### config.mk
export PLATFORM = sky130hd
export DESIGN_NAME = pitch_tracker_flat
export DESIGN_NICKNAME = d
export VERILOG_FILES = /design/src/rtl/pitch_tracker_if.sv /design/src/rtl/pitch_tracker.sv /design/src/flat_wrapper.sv
export SDC_FILE = /design/constraint.sdc
export NUM_CORES = 1
export LEC_CHECK = 0
export CORE_ASPECT_RATIO = 0.5
export CORE_MARGIN = 8
export CORE_UTILIZATION = 58
export CTS_CLUSTER_DIAMETER = 30
export DETAILED_ROUTE_END_ITERATION = 10
export GPL_ROUTABILITY_DRIVEN = 0
export HOLD_SLACK_MARGIN = 0.08
export PLACE_DENSITY_LB_ADDON = 0.25
export SLEW_MARGIN = 20
export SYNTH_ARGS = -nofsm -noshare
export SYNTH_HDL_FRONTEND = slang
export SYNTH_SLANG_ARGS = --single-unit
### constraint.sdc
create_clock -name clk -period 17.7 [get_ports clk]
set_input_delay 5.31 -clock clk [delete_from_list [all_inputs] [get_ports clk]]
set_output_delay 5.31 -clock clk [all_outputs]
set_load 0.05 [all_outputs]
### src/rtl/pitch_tracker_if.sv
`default_nettype none
// +----------------------------------------------------------------------------+
// | Module   : Axis_If                                                         |
// | Brief    : valid/ready/data stream bundle shared by pitch_tracker ports    |
// | Revision : 1.0                                                             |
// +----------------------------------------------------------------------------+
interface Axis_If #(
   parameter int DWIDTH = 24
) ();
   logic              valid;
   logic              ready;
   logic [DWIDTH-1:0] data;

   modport Master (output valid, output data, input ready);
   modport Slave  (input valid, input data, output ready);
endinterface
`default_nettype wire

### src/rtl/pitch_tracker.sv
`default_nettype none
// +----------------------------------------------------------------------------+
// | Module   : pitch_tracker                                                   |
// | Brief    : range/outlier rejection, lock hysteresis and moving average of  |
// |            raw 14.10 Hz pitch estimates. Optional PITCH_TRACKER_OCTAVE_FIX_EN|
// |            folds octave errors back onto the tracked pitch.                |
// | Revision : 1.0                                                             |
// +----------------------------------------------------------------------------+
module pitch_tracker #(
   parameter logic [23:0] F_MIN      = 24'h00C800,
   parameter logic [23:0] F_MAX      = 24'h1F4000,
   parameter int          DEV_SHIFT  = 4,
   parameter int          ACQ_COUNT  = 3,
   parameter int          HOLD_COUNT = 4,
   parameter int          AVG_LOG2   = 3
) (
   input  logic   clk,
   input  logic   reset,
   Axis_If.Slave  pitch_in,
   Axis_If.Master pitch_out,
   output logic   voiced
);

   localparam int c_taps  = 1 << AVG_LOG2;
   localparam int c_sum_w = 24 + AVG_LOG2;

   typedef enum logic [1:0] {
      S_IDLE    = 2'd0,
      S_ACQUIRE = 2'd1,
      S_TRACK   = 2'd2
   } state_t;

   state_t               r_state, w_state_nxt;
   logic                 r_in_valid, r_out_valid, r_voiced;
   logic [23:0]          r_in_data, r_out_data, r_cand;
   logic [7:0]           r_acq, r_miss;
   logic [c_sum_w-1:0]   r_sum;
   logic [23:0]          r_win [c_taps];
   logic [AVG_LOG2-1:0]  r_idx;

   logic                 w_in_ready, w_in_range, w_trk_hit;
   logic [23:0]          w_avg, w_trk_val, w_cand_nxt, w_out_data;
   logic [7:0]           w_acq_nxt, w_miss_nxt;
   logic [c_sum_w-1:0]   w_sum_nxt;
   logic                 w_out_voiced, w_fill, w_clear, w_push;

   function automatic logic f_hit(input logic [23:0] p, input logic [23:0] ref_v);
      logic [23:0] mag;
      mag = (p >= ref_v) ? (p - ref_v) : (ref_v - p);
      return (p >= F_MIN) && (p <= F_MAX) && (mag <= (ref_v >> DEV_SHIFT));
   endfunction

   assign w_in_ready      = !r_in_valid && !r_out_valid;
   assign pitch_in.ready  = w_in_ready;
   assign pitch_out.valid = r_out_valid;
   assign pitch_out.data  = r_out_data;
   assign voiced          = r_voiced;
   assign w_in_range      = (r_in_data >= F_MIN) && (r_in_data <= F_MAX);
   assign w_avg           = r_sum[c_sum_w-1:AVG_LOG2];

`ifdef PITCH_TRACKER_OCTAVE_FIX_EN
   logic [24:0] w_dbl;
`endif

   always_comb begin
      w_trk_hit = f_hit(r_in_data, w_avg);
      w_trk_val = r_in_data;
`ifdef PITCH_TRACKER_OCTAVE_FIX_EN
      w_dbl = {r_in_data, 1'b0};
      if (!w_trk_hit) begin
         if (f_hit(r_in_data >> 1, w_avg)) begin
            w_trk_hit = 1'b1;
            w_trk_val = r_in_data >> 1;
         end else if (!w_dbl[24] && f_hit(w_dbl[23:0], w_avg)) begin
            w_trk_hit = 1'b1;
            w_trk_val = w_dbl[23:0];
         end
      end
`endif
   end

   always_comb begin
      w_state_nxt  = r_state;
      w_cand_nxt   = r_cand;
      w_acq_nxt    = r_acq;
      w_miss_nxt   = r_miss;
      w_sum_nxt    = r_sum;
      w_out_data   = '0;
      w_out_voiced = 1'b0;
      w_fill       = 1'b0;
      w_clear      = 1'b0;
      w_push       = 1'b0;
      case (r_state)
         S_IDLE: begin
            if (w_in_range) begin
               w_cand_nxt = r_in_data;
               w_acq_nxt  = 8'd1;
               if (ACQ_COUNT <= 1) begin
                  w_state_nxt  = S_TRACK;
                  w_fill       = 1'b1;
                  w_sum_nxt    = {r_in_data, {AVG_LOG2{1'b0}}};
                  w_miss_nxt   = '0;
                  w_out_data   = r_in_data;
                  w_out_voiced = 1'b1;
               end else begin
                  w_state_nxt = S_ACQUIRE;
               end
            end
         end
         S_ACQUIRE: begin
            if (f_hit(r_in_data, r_cand)) begin
               w_cand_nxt = r_in_data;
               w_acq_nxt  = r_acq + 8'd1;
               if ((r_acq + 8'd1) >= 8'(ACQ_COUNT)) begin
                  w_state_nxt  = S_TRACK;
                  w_fill       = 1'b1;
                  w_sum_nxt    = {r_in_data, {AVG_LOG2{1'b0}}};
                  w_miss_nxt   = '0;
                  w_out_data   = r_in_data;
                  w_out_voiced = 1'b1;
               end
            end else if (w_in_range) begin
               w_cand_nxt = r_in_data;
               w_acq_nxt  = 8'd1;
            end else begin
               w_state_nxt = S_IDLE;
               w_acq_nxt   = '0;
            end
         end
         S_TRACK: begin
            if (w_trk_hit) begin
               w_push       = 1'b1;
               w_sum_nxt    = r_sum + {{AVG_LOG2{1'b0}}, w_trk_val}
                                    - {{AVG_LOG2{1'b0}}, r_win[r_idx]};
               w_miss_nxt   = '0;
               w_out_data   = w_sum_nxt[c_sum_w-1:AVG_LOG2];
               w_out_voiced = 1'b1;
            end else if ((r_miss + 8'd1) >= 8'(HOLD_COUNT)) begin
               w_state_nxt = S_IDLE;
               w_clear     = 1'b1;
               w_sum_nxt   = '0;
               w_miss_nxt  = '0;
               w_acq_nxt   = '0;
            end else begin
               w_miss_nxt   = r_miss + 8'd1;
               w_out_data   = w_avg;
               w_out_voiced = 1'b1;
            end
         end
         default: w_state_nxt = S_IDLE;
      endcase
   end

   always_ff @(posedge clk or posedge reset) begin
      if (reset)
         r_state <= S_IDLE;
      else if (r_in_valid)
         r_state <= w_state_nxt;
   end

   // One beat in flight at a time: the output register must drain before the next accept.
   always_ff @(posedge clk or posedge reset) begin
      if (reset) begin
         r_in_valid  <= 1'b0;
         r_in_data   <= '0;
         r_out_valid <= 1'b0;
         r_out_data  <= '0;
         r_voiced    <= 1'b0;
         r_cand      <= '0;
         r_acq       <= '0;
         r_miss      <= '0;
         r_sum       <= '0;
      end else begin
         if (r_out_valid && pitch_out.ready)
            r_out_valid <= 1'b0;
         if (r_in_valid) begin
            r_in_valid  <= 1'b0;
            r_out_valid <= 1'b1;
            r_out_data  <= w_out_data;
            r_voiced    <= w_out_voiced;
            r_cand      <= w_cand_nxt;
            r_acq       <= w_acq_nxt;
            r_miss      <= w_miss_nxt;
            r_sum       <= w_sum_nxt;
         end else if (pitch_in.valid && w_in_ready) begin
            r_in_valid <= 1'b1;
            r_in_data  <= pitch_in.data;
         end
      end
   end

   always_ff @(posedge clk or posedge reset) begin
      if (reset) begin
         for (int i = 0; i < c_taps; i++)
            r_win[i] <= '0;
         r_idx <= '0;
      end else if (r_in_valid) begin
         if (w_fill || w_clear) begin
            for (int i = 0; i < c_taps; i++)
               r_win[i] <= w_fill ? r_in_data : 24'd0;
            r_idx <= '0;
         end else if (w_push) begin
            r_win[r_idx] <= w_trk_val;
            r_idx        <= r_idx + 1'b1;
         end
      end
   end

endmodule
`default_nettype wire

### src/flat_wrapper.sv
// flat-port wrapper written by rule: the top's interface ports become plain ports
module pitch_tracker_flat 
#(
   parameter logic [23:0] F_MIN      = 24'h00C800,
   parameter logic [23:0] F_MAX      = 24'h1F4000,
   parameter int          DEV_SHIFT  = 4,
   parameter int          ACQ_COUNT  = 3,
   parameter int          HOLD_COUNT = 4,
   parameter int          AVG_LOG2   = 3
)
  (clk, reset, voiced, pitch_in_valid, pitch_in_data, pitch_in_ready, pitch_out_valid, pitch_out_data, pitch_out_ready);
  Axis_If #(.DWIDTH(24)) pitch_in_i ();
  Axis_If #(.DWIDTH(24)) pitch_out_i ();
  input  logic clk;
  input  logic reset;
  output logic voiced;
  input wire logic [$bits(pitch_in_i.valid)-1:0] pitch_in_valid;
  input wire logic [$bits(pitch_in_i.data)-1:0] pitch_in_data;
  output wire logic [$bits(pitch_in_i.ready)-1:0] pitch_in_ready;
  output wire logic [$bits(pitch_out_i.valid)-1:0] pitch_out_valid;
  output wire logic [$bits(pitch_out_i.data)-1:0] pitch_out_data;
  input wire logic [$bits(pitch_out_i.ready)-1:0] pitch_out_ready;
  assign pitch_in_i.valid = pitch_in_valid;
  assign pitch_in_i.data = pitch_in_data;
  assign pitch_in_ready = pitch_in_i.ready;
  assign pitch_out_valid = pitch_out_i.valid;
  assign pitch_out_data = pitch_out_i.data;
  assign pitch_out_i.ready = pitch_out_ready;
  pitch_tracker #(.F_MIN(F_MIN), .F_MAX(F_MAX), .DEV_SHIFT(DEV_SHIFT), .ACQ_COUNT(ACQ_COUNT), .HOLD_COUNT(HOLD_COUNT), .AVG_LOG2(AVG_LOG2)) u_core (.clk(clk), .reset(reset), .pitch_in(pitch_in_i), .pitch_out(pitch_out_i), .voiced(voiced));
endmodule
==> impl_metrics.json <==
{
  "synth-seq-area-share_pct": 36.8,
  "post-route-period-util_pct": 48.7,
  "worst_path_largest_cell_delay_ps": 790,
  "clock_latency_ps": 570,
  "ys_seq_elements": 315,
  "peakVddDrop_mv": 0.0940,
  "crit_buf_inv": 5,
  "drv_cap": 0,
  "finalHoldViolations": 0,
  "overflow": 0,
  "drc": 0,
  "r2r_end": "u_core.r_win[138]$_DFFE_PP0P_",
  "critical_path_peak_fanout": 86,
  "critPathCaptureType": "flop",
  "clkTransAtPathRegs_ps": 60,
  "finalSetupTns_ps": 0,
  "max-slew-margin-rel_pct": 23.6,
  "hold_path.class": "flop to flop",
  "ios": 55,
  "cts_tree": "built",
  "numCtsBuffers": 43,
  "grt_util_all_layers_pct": 31.4,
  "critPathSlowestCell": "buf_4",
  "syn_inst": 2524,
  "skew_ps": 29.5,
  "cts_sinks": 315,
  "grt_pass1_wl_um": 110000,
  "dr.first_iter.drc_count": 3371,
  "min_delay_path_depth": 1,
  "nNetsFinal": 2730,
  "clockRootBuffer": "clkbuf_16",
  "die_h_um": 152,
  "cts_setup_buffers": 0,
  "final-max-slew-violation-count": 0,
  "setup_viol": 0,
  "synth_nets": 2750,
  "coreArea_um2": 36200,
  "worst_pin_slew_ps": 1140,
  "drive_gt1_share_pct": 5.92,
  "fin_crit_ps": 8630,
  "cts_resized": 0,
  "drt-pass1-iter-count": 7,
  "via_count": 20500,
  "die-area_um2": 43700,
  "hpwl_um": 48700,
  "cts-htree-levels": 2,
  "portBuffers": 54,
  "rows": 49,
  "wl_um": 71000,
  "start_util_pct": 59.2,
  "critical_path_class": "flop to flop",
  "rsz0062_at_grt": "no",
  "synthFlopType": "dfrtp_1",
  "max_freq_mhz": 116,
  "grt_max_degree": 102,
  "leakagePower_nw": 10.6,
  "r2r_slack_ps": 9070,
  "via_per_inst": 6.79,
  "fin_ws_ps": 9070,
  "synthDistinctLibCells": 83,
  "worstPathArrival_ps": 9030,
  "layout_common_cells": "nand2_1, dfrtp_1, a21oi_1",
  "cts-hold-fix-buffers": 0,
  "place_ws_ps": 9370,
  "cp-start-kind": "flop",
  "ff2ff_path_depth": 29,
  "syn_area_um2": 21400,
  "synth_warnings": 0,
  "total_power_mw": 5.09,
  "wl_per_cell_um": 23.5,
  "crit_required_ps": 18100,
  "postRouteAntennaNets": 0,
  "power_density_nw_per_um2": 214,
  "area_delta_synth_final_pct": 10.9,
  "cp_top_family": "compound AO/OA/AOI/OAI gates",
  "reg2reg_from": "u_core.r_in_data[0]$_DFFE_PP0P_",
  "whs_ps": 488,
  "clock_path_buffers": 3,
  "synth_edf_count": 0,
  "die_w_um": 288,
  "grt_pass1_vias": 19400,
  "antenna_found_initial": 1,
  "async_reset_ff_share_pct": 100,
  "antenna-diode-count": 0,
  "status": "complete, no violations",
  "final_common_cell": "nand2_1",
  "syn_area_per_cell_um2": 8.49
}
==> sequential cells by signal (all words and copies together) (netlist names), 2 cells and up, named ones only <==
register,cells
u_core.pitch_out.data,24
u_core.r_in_data,24
u_core.r_miss,8
u_core.r_win,192
u_core.r_acq,8
u_core.r_sum,27
u_core.r_idx,3
u_core.r_state,2
==> Yosys cell counts, drive strengths merged (10+ instances only) <==
cell / instances / area (um^2)
o21bai: 11 / 82.6
nor3: 34 / 170
inv: 162 / 608
o31ai: 10 / 85.1
o22ai: 174 / 1090
o211ai: 20 / 150
nor4: 15 / 100
nand2: 362 / 1360
and3: 42 / 263
mux2i: 12 / 120
fa: 28 / 561
nor2: 125 / 472
xnor2: 42 / 368
clkbuf: 119 / 447
nor2b: 14 / 87.6
dfrtp: 315 / 7880
a21oi: 218 / 1090
o21ai: 157 / 790
and2: 18 / 113
ha: 170 / 2130
nand3: 39 / 195
o21a: 16 / 120
or3: 10 / 62.6
a22oi: 108 / 811
xor2: 19 / 166
buf: 42 / 238
nand4: 56 / 380
a31oi: 23 / 144
a21o: 39 / 293
a211oi: 19 / 143
==> how the worst max path moves through the flow <==
| stage | to | start | slack [ps] | depth (start not counted) |
|---|---|---|---|---|
| after floorplan | async pin | reset | 3680 | 1 |
| after global placement | u_core.r_in_valid$_DFF_PP0_ | reset | 9540 | 4 |
| after detailed placement | u_core.r_win[139]$_DFFE_PP0P_ | u_core.r_in_data[0]$_DFFE_PP0P_ | 9370 | 29 |
| after CTS | u_core.r_win[40]$_DFFE_PP0P_ | u_core.r_in_data[0]$_DFFE_PP0P_ | 9350 | 29 |
| after global routing | u_core.r_win[40]$_DFFE_PP0P_ | u_core.r_in_data[0]$_DFFE_PP0P_ | 8640 | 29 |
| final | u_core.r_win[138]$_DFFE_PP0P_ | u_core.r_in_data[0]$_DFFE_PP0P_ | 9070 | 29 |
==> per-layer routing <==
layer	vias to the layer above	GRT usage [%]	share of wire, %
met5	-	0	0
met4	0	11.4	3.9
met3	234	9.99	14
met2	1424	45.0	41
met1	9730	44.0	41
li1	9110	-	-
==> layout make-up <==
type	count	area, um^2
Timing Repair Buffer	96	868
Clock inverter	25	299
Multi-Input combinational cell	1884	12300
Inverter	164	623
Sequential cell	315	7880
Clock buffer	51	1160
Fill cell	2902	12400
Tap cell	484	606
==> power by group <==
group          switching [mW]  total [mW]  internal [mW]
Clock                   0.358       0.880          0.522
Combinational            2.05        3.27           1.22
Sequential              0.138       0.942          0.804
Total                    2.55        5.09           2.55
==> metrics by stage <==
step	area (um^2)	util, %	instances
floorplan	21400	-	2524
global route	23800	65.7	3019
finish	23800	65.7	3019
detailed placement	22300	61.6	2942
CTS	23700	65.6	3018
global placement	22300	61.6	2942
==> logic make-up after synthesis <==
family / Yosys count / share of synthesized area, %
XOR/XNOR: 61 / 2.49
adder cells (fa/ha/maj): 198 / 12.5
multiplexers: 12 / 0.561
buffers and inverters: 325 / 6.07
AO/OA/AOI/OAI: 872 / 25.7
AND/OR/NAND/NOR: 741 / 15.8
flip-flops: 315 / 36.8
No activity file was read; power rests on OpenSTA's default activity.
